==> config.mk <==
export PLATFORM = sky130hd
export DESIGN_NAME = dcache_arbiter_flat
export DESIGN_NICKNAME = d
export VERILOG_FILES = /design/src/rtl/dcache_arbiter_pkg.sv /design/src/rtl/dcache_arbiter_if.sv /design/src/rtl/dcache_arbiter_rr_pick.sv /design/src/rtl/dcache_arbiter.sv /design/src/flat_wrapper.sv
export SDC_FILE = /design/constraint.sdc
export NUM_CORES = 1
export LEC_CHECK = 0
export ABC_AREA = 1
export CAP_MARGIN = 40
export CORE_MARGIN = 4
export CORE_UTILIZATION = 27
export DETAILED_ROUTE_END_ITERATION = 16
export PLACE_DENSITY = 0.66
export SETUP_SLACK_MARGIN = 0.05
export SLEW_MARGIN = 10
export SYNTH_ARGS = -nofsm -noshare
export SYNTH_HDL_FRONTEND = slang
export SYNTH_SLANG_ARGS = --single-unit
==> constraint.sdc <==
create_clock -name i_clk -period 1.45 [get_ports i_clk]
set_clock_uncertainty 0.05 [all_clocks]
set_input_delay 0.29 -clock i_clk [delete_from_list [all_inputs] [get_ports i_clk]]
set_output_delay 0.29 -clock i_clk [all_outputs]
set_load 0.01 [all_outputs]
==> src/rtl/dcache_arbiter_pkg.sv <==
// Shared constants and types for the data-cache port arbiter.
// Compile with DCACHE_ARB_RR_EN defined to get round-robin grant instead of fixed priority.
package dcache_arb_pkg;

  localparam int DEF_NREQ  = 3;
  localparam int DEF_WIDTH = 12;
  localparam int DEF_TAGW  = 6;
  localparam int DEF_IDW   = $clog2(DEF_NREQ);

  localparam int REQ_LOAD  = 0;
  localparam int REQ_STORE = 1;
  localparam int REQ_AUX   = 2;

  typedef struct packed {
    logic                 we;
    logic                 load;
    logic [DEF_IDW-1:0]   id;
    logic [DEF_TAGW-1:0]  tag;
    logic [DEF_WIDTH-1:0] addr;
    logic [31:0]          data;
  } port_stage_t;

endpackage

==> src/rtl/dcache_arbiter_if.sv <==
// Requester, cache-port and load-response bundle of the data-cache arbiter.
// master = requesters plus cache side, slave = the arbiter itself.
interface dcache_arbiter_if #(
  parameter int NREQ  = 3,
  parameter int WIDTH = 12,
  parameter int TAGW  = 6
);
  localparam int IDW = $clog2(NREQ);

  logic [NREQ-1:0]       i_req_valid;
  logic [NREQ-1:0]       o_req_ready;
  logic [NREQ-1:0]       i_req_we;
  logic [NREQ*WIDTH-1:0] i_req_addr;
  logic [NREQ*32-1:0]    i_req_data;
  logic [NREQ*TAGW-1:0]  i_req_tag;
  logic                  i_flush;
  logic                  o_we;
  logic [WIDTH-1:0]      o_DcacheAddr;
  logic [31:0]           o_data;
  logic [31:0]           i_DcacheData;
  logic                  o_resp_valid;
  logic [IDW-1:0]        o_resp_id;
  logic [TAGW-1:0]       o_resp_tag;
  logic [31:0]           o_resp_data;

  modport master (
    output i_req_valid, i_req_we, i_req_addr, i_req_data, i_req_tag, i_flush, i_DcacheData,
    input  o_req_ready, o_we, o_DcacheAddr, o_data,
    input  o_resp_valid, o_resp_id, o_resp_tag, o_resp_data
  );

  modport slave (
    input  i_req_valid, i_req_we, i_req_addr, i_req_data, i_req_tag, i_flush, i_DcacheData,
    output o_req_ready, o_we, o_DcacheAddr, o_data,
    output o_resp_valid, o_resp_id, o_resp_tag, o_resp_data
  );

endinterface

==> src/rtl/dcache_arbiter_rr_pick.sv <==
// Combinational one-hot priority picker; the search starts at i_ptr and wraps mod NREQ.
module rr_pick #(
  parameter int NREQ = 3
) (
  input  logic [NREQ-1:0]         i_req,
  input  logic [$clog2(NREQ)-1:0] i_ptr,
  output logic [NREQ-1:0]         o_gnt,
  output logic [$clog2(NREQ)-1:0] o_gnt_idx,
  output logic                    o_any
);
  localparam int IDW = $clog2(NREQ);

  logic [IDW:0] slot;

  always_comb begin
    o_gnt     = '0;
    o_gnt_idx = '0;
    o_any     = 1'b0;
    slot      = '0;
    for (int i = 0; i < NREQ; i++) begin
      // One extra bit so ptr+i can be folded back below NREQ for non-power-of-two sizes.
      slot = {1'b0, i_ptr} + (IDW+1)'(i);
      if (slot >= (IDW+1)'(NREQ)) slot = slot - (IDW+1)'(NREQ);
      if (!o_any && i_req[slot[IDW-1:0]]) begin
        o_gnt[slot[IDW-1:0]] = 1'b1;
        o_gnt_idx            = slot[IDW-1:0];
        o_any                = 1'b1;
      end
    end
  end

endmodule

==> src/rtl/dcache_arbiter.sv <==
// Data-cache port arbiter: grant, port stage (P), response stage (R) and flush gating.
// DCACHE_ARB_RR_EN selects round-robin grant; otherwise the lowest index wins.
module dcache_arbiter
  import dcache_arb_pkg::*;
#(
  parameter int NREQ  = DEF_NREQ,
  parameter int WIDTH = DEF_WIDTH,
  parameter int TAGW  = DEF_TAGW
) (
  input  logic           i_clk,
  input  logic           i_rst,
  dcache_arbiter_if.slave bus
);
  localparam int IDW = $clog2(NREQ);

  logic [NREQ-1:0] elig;
  logic [NREQ-1:0] gnt;
  logic [IDW-1:0]  gnt_idx;
  logic [IDW-1:0]  ptr;
  logic            gnt_any;

  port_stage_t     p_d, p_q;
  logic            resp_valid_d, resp_valid_q;
  logic [IDW-1:0]  resp_id_d, resp_id_q;
  logic [TAGW-1:0] resp_tag_d, resp_tag_q;
  logic [31:0]     resp_data_d, resp_data_q;

  // Loads are held off during flush; nothing is accepted while reset is applied.
  always_comb begin
    elig = '0;
    for (int k = 0; k < NREQ; k++) begin
      elig[k] = bus.i_req_valid[k] && !(bus.i_flush && !bus.i_req_we[k]) && !i_rst;
    end
  end

  rr_pick #(.NREQ(NREQ)) u_pick (
    .i_req    (elig),
    .i_ptr    (ptr),
    .o_gnt    (gnt),
    .o_gnt_idx(gnt_idx),
    .o_any    (gnt_any)
  );

  assign bus.o_req_ready = gnt;

`ifdef DCACHE_ARB_RR_EN
  logic [IDW-1:0] ptr_d, ptr_q;

  always_comb begin
    ptr_d = ptr_q;
    if (gnt_any) begin
      ptr_d = (gnt_idx == IDW'(NREQ-1)) ? '0 : gnt_idx + IDW'(1);
    end
  end

  always_ff @(posedge i_clk) begin
    if (i_rst) ptr_q <= '0;
    else       ptr_q <= ptr_d;
  end

  assign ptr = ptr_q;
`else
  assign ptr = '0;
`endif

  // Idle cycles keep address and data so the cache port does not toggle needlessly.
  always_comb begin
    p_d      = p_q;
    p_d.we   = 1'b0;
    p_d.load = 1'b0;
    if (gnt_any) begin
      p_d.we   = bus.i_req_we[gnt_idx];
      p_d.load = !bus.i_req_we[gnt_idx];
      p_d.id   = gnt_idx;
      p_d.tag  = bus.i_req_tag[gnt_idx*TAGW +: TAGW];
      p_d.addr = bus.i_req_addr[gnt_idx*WIDTH +: WIDTH];
      p_d.data = bus.i_req_data[gnt_idx*32 +: 32];
    end
  end

  always_comb begin
    resp_valid_d = p_q.load && !bus.i_flush;
    resp_id_d    = resp_id_q;
    resp_tag_d   = resp_tag_q;
    resp_data_d  = resp_data_q;
    if (resp_valid_d) begin
      resp_id_d   = p_q.id;
      resp_tag_d  = p_q.tag;
      resp_data_d = bus.i_DcacheData;
    end
  end

  always_ff @(posedge i_clk) begin
    if (i_rst) begin
      p_q          <= '0;
      resp_valid_q <= 1'b0;
      resp_id_q    <= '0;
      resp_tag_q   <= '0;
      resp_data_q  <= '0;
    end else begin
      p_q          <= p_d;
      resp_valid_q <= resp_valid_d;
      resp_id_q    <= resp_id_d;
      resp_tag_q   <= resp_tag_d;
      resp_data_q  <= resp_data_d;
    end
  end

  assign bus.o_we         = p_q.we;
  assign bus.o_DcacheAddr = p_q.addr;
  assign bus.o_data       = p_q.data;
  assign bus.o_resp_valid = resp_valid_q;
  assign bus.o_resp_id    = resp_id_q;
  assign bus.o_resp_tag   = resp_tag_q;
  assign bus.o_resp_data  = resp_data_q;

endmodule

==> src/flat_wrapper.sv <==
// flat-port wrapper written by rule: the top's interface ports become plain ports
module dcache_arbiter_flat import dcache_arb_pkg::*;
#(
  parameter int NREQ  = DEF_NREQ,
  parameter int WIDTH = DEF_WIDTH,
  parameter int TAGW  = DEF_TAGW
)
  (i_clk, i_rst, bus_i_req_valid, bus_i_req_we, bus_i_req_addr, bus_i_req_data, bus_i_req_tag, bus_i_flush, bus_i_DcacheData, bus_o_req_ready, bus_o_we, bus_o_DcacheAddr, bus_o_data, bus_o_resp_valid, bus_o_resp_id, bus_o_resp_tag, bus_o_resp_data);
  dcache_arbiter_if #(.NREQ(NREQ), .WIDTH(WIDTH), .TAGW(TAGW)) bus_i ();
  input  logic i_clk;
  input  logic i_rst;
  input wire logic [$bits(bus_i.i_req_valid)-1:0] bus_i_req_valid;
  input wire logic [$bits(bus_i.i_req_we)-1:0] bus_i_req_we;
  input wire logic [$bits(bus_i.i_req_addr)-1:0] bus_i_req_addr;
  input wire logic [$bits(bus_i.i_req_data)-1:0] bus_i_req_data;
  input wire logic [$bits(bus_i.i_req_tag)-1:0] bus_i_req_tag;
  input wire logic [$bits(bus_i.i_flush)-1:0] bus_i_flush;
  input wire logic [$bits(bus_i.i_DcacheData)-1:0] bus_i_DcacheData;
  output wire logic [$bits(bus_i.o_req_ready)-1:0] bus_o_req_ready;
  output wire logic [$bits(bus_i.o_we)-1:0] bus_o_we;
  output wire logic [$bits(bus_i.o_DcacheAddr)-1:0] bus_o_DcacheAddr;
  output wire logic [$bits(bus_i.o_data)-1:0] bus_o_data;
  output wire logic [$bits(bus_i.o_resp_valid)-1:0] bus_o_resp_valid;
  output wire logic [$bits(bus_i.o_resp_id)-1:0] bus_o_resp_id;
  output wire logic [$bits(bus_i.o_resp_tag)-1:0] bus_o_resp_tag;
  output wire logic [$bits(bus_i.o_resp_data)-1:0] bus_o_resp_data;
  assign bus_i.i_req_valid = bus_i_req_valid;
  assign bus_i.i_req_we = bus_i_req_we;
  assign bus_i.i_req_addr = bus_i_req_addr;
  assign bus_i.i_req_data = bus_i_req_data;
  assign bus_i.i_req_tag = bus_i_req_tag;
  assign bus_i.i_flush = bus_i_flush;
  assign bus_i.i_DcacheData = bus_i_DcacheData;
  assign bus_o_req_ready = bus_i.o_req_ready;
  assign bus_o_we = bus_i.o_we;
  assign bus_o_DcacheAddr = bus_i.o_DcacheAddr;
  assign bus_o_data = bus_i.o_data;
  assign bus_o_resp_valid = bus_i.o_resp_valid;
  assign bus_o_resp_id = bus_i.o_resp_id;
  assign bus_o_resp_tag = bus_i.o_resp_tag;
  assign bus_o_resp_data = bus_i.o_resp_data;
  dcache_arbiter #(.NREQ(NREQ), .WIDTH(WIDTH), .TAGW(TAGW)) u_core (.i_clk(i_clk), .i_rst(i_rst), .bus(bus_i));
endmodule
==> run summary <==
worst reg2reg setup slack -> 270 ps
post-placement cell count -> 1391
die width -> 151 um
Arrival @ worst endpoint -> 1030 ps
CP Buf/Inv Count -> 5
VDD IR max -> 0.413 mV
post-route clock period utilization -> 94.4%
synthesis-stage register bit count -> 95
syn_area_per_cell -> 6.16 sq um
Slew @ Worst Pin -> 455 ps
depth of the most critical reg-to-reg path -> 5
total power -> 8030 uW
# diodes -> 0
RSZ-0062 raised after global routing -> false
Critical Path Most Common Cell -> buf_6
Post-DP Area -> 8460 sq um
drt drc -> 0
hpwl dp -> 14.2 mm
status -> finished, final reports clean
starting density of the core -> 27.4%
ys async rst share -> 0%
Hold WS -> 324 ps
GR Overflow Total -> 0
Slew HR -> 69.7%
Die H -> 151 um
Initial DRC Count -> 183
largest net degree at the start of global routing -> 55
number of cell rows -> 52
ratio of cells with drive above 1 in the final layout -> 11.3%
WHS Endpoint -> u_core.bus.o_data[17]
ys flop type -> dfxtp_1
total via count in the routed design -> 6067
Crit path max-delay family -> buffers and inverters
CP peak stage delay -> 170 ps
Synth Cell Area -> 5520 sq um
Die ar. -> 22800 sq um
post-synthesis cell count -> 897
I/O Buffers -> 279
final setup vio count -> 0
CTS Sinks -> 95
Non-Filler Instances -> 1427
Tot GR Track Use -> 16.8%
Fmax achieved -> 731 MHz
# IOs -> 280
crit path kind -> input pin to output pin
CP cell instances -> clkdlybuf4s15_1 > inv_2 > nor2_4 > nand2_4 > buf_6 > nand2_8 > inv_4 > buf_6
Nets -> 1343
R2R Path Start -> u_core.p_q[52]
Netlist cell types -> 23
Layout area overhead -> 65.2%
initial antenna violation count -> 0
HP Start -> i_rst
worst r2r dst -> u_core.bus.o_resp_data[21]
design area -> 9120 sq um
Worst-Skew Late Latency -> 350 ps
TritonCTS clock tree -> built
FILL cells -> 2096
Worst Path Required -> 1110 ps
Slowest cell on crit path -> clkdlybuf4s15_1
area leader, netlist -> dfxtp_1
Mapped Nets -> 1088
wire length on met1 -> 8.51 mm
warnings from Yosys -> 0
global-route wire length before repair -> 30.0 mm
Max-Cap Viols -> 0
final wirelength -> 20.3 mm
top routing layer in use -> met4
clock-pin slew on the worst setup and hold paths -> 70 ps
core area -> 20200 sq um
Clock Root Buffer -> clkbuf_16
post-route ant nets -> 0
Area contributors post-synth -> dfxtp_1 (34%), nand2_1 (17%), inv_1 (10%)
CTS Buffer Depth -> 2
met3 WL -> 2.00 mm
hold bufs inserted after CTS -> 0
Crit. End Element -> output pin
Hold Crit Class -> input pin to register
post-synthesis sequential area ratio -> 34.4%
wire length on met2 -> 9.60 mm
number of synthesized flops with an enable pin -> 0
Max Transition Viols Final -> 0
number of global-route vias before repair -> 5680
hold depth -> 3
top fanout value on the critical path -> 4
Leakage Power -> 0.00476 uW
average vias per placed instance -> 4.25
number of CTS-inserted buffers -> 9
area share of the largest cell type after synthesis -> 34.4%
crit path time final -> 1370 ps
final count of hold timing violations -> 0
Final GP Congestion -> 0.875
# H-tree levels -> 3
WL/cell -> 14.2 um
power density cells -> 880 nW/um^2
startpoint types -> input pin
first drt pass iteration count -> 5
## routing by layer
layer  global-route usage, %  vias to the layer above
met1                    19.8                     2663
met4                    3.67                        0
met3                    6.07                       14
li1                        -                     3173
met2                    29.4                      217
met5                       0                        -
## placed cells by master, fill, tap and decap left out, drive strengths merged
cell type and n:
a21oi 52, dfxtp 95, clkdlybuf4s50 182, clkinvlp 1, inv 161, o21ai 92, a211oi 1, clkdlybuf4s15 2
nand2 260, nand3 52, buf 66, nor3 1, o211ai 1, bufinv 3, clkbuf 15, nor2 88
dlygate4sd2 85
## per-stage QoR
step | TNS, ps | utilization (%) | setup slack, ps
CTS | 0 | 44.5 | 28.1
finish | 0 | 45.2 | 81.4
global placement | -45060 | 42.0 | -711
floorplan | 0 | - | 70.8
global route | 0 | 45.2 | 49.7
detailed placement | -46550 | 42.0 | -745
## cell usage after synthesis (9+ instances only)
cell	instances
a21oi_1	52
buf_2	13
buf_4	46
buf_6	9
clkbuf_1	25
dfxtp_1	95
inv_1	153
nand2_1	255
nand3_1	52
nor2_1	85
o21ai_0	79
o21ai_2	10
## cells by family after synthesis
group	after synthesis	share of synthesized area (%)
and+or+nand+nor	401	29.4
buffers and inverters	255	22.1
AOI/OAI and AO/OA	146	14.1
DFF	95	34.4
## how the worst max path moves through the flow
stage | start | to | slack, ps | depth (start not counted)
floorplan | i_rst | u_core.bus.o_DcacheAddr[0] | 70 | 10
global placement | bus_i_flush | bus_o_req_ready[2] | -710 | 8
detailed placement | bus_i_flush | bus_o_req_ready[2] | -750 | 8
CTS | bus_i_req_we[1] | bus_o_req_ready[2] | 30 | 9
global route | bus_i_req_valid[0] | bus_o_req_ready[2] | 50 | 9
finish | bus_i_req_valid[0] | bus_o_req_ready[1] | 80 | 8
## power by group
part	internal (uW)	total [uW]	leakage (uW)	switching [uW]
combinational	1210	2260	0.00381	1050
sequential	2820	2920	0.000781	94.3
clock	1710	2850	0.000169	1140
## state kept, by name, indices dropped and copies added, names as in the netlist
signal,cells
u_core.bus.o_DcacheAddr,12
u_core.bus.o_data,32
u_core.bus.o_resp_data,32
u_core.bus.o_resp_id,2
u_core.bus.o_resp_tag,6
u_core.bus.o_resp_valid,1
u_core.bus.o_we,1
u_core.p_q,9
## layout make-up
cell class | count | area, sq um | area share (%)
Multi-Input combinational cell | 547 | 2480 | 27.2
Inverter | 158 | 606 | 6.64
Timing Repair Buffer | 341 | 3450 | 37.8
Sequential cell | 95 | 1900 | 20.8
Clock inverter | 7 | 126 | 1.39
Tap cell | 270 | 338 | 3.70
Clock buffer | 9 | 225 | 2.47
## tightest hold or removal path, stage by stage
cell,delay [ps]
buf_6,150
buf_4,190
a21oi_2,40
## timing repair
| action | CTS | global route |
|---|---|---|
| cloned | 5 | 2 |
| buffers inserted | 9 | 4 |
| endpoints found under the setup margin | 182 | 55 |
| gates resized for setup | 139 | 30 |
| pin swaps | 10 | 18 |
No activity file was read; power rests on OpenSTA's default activity.
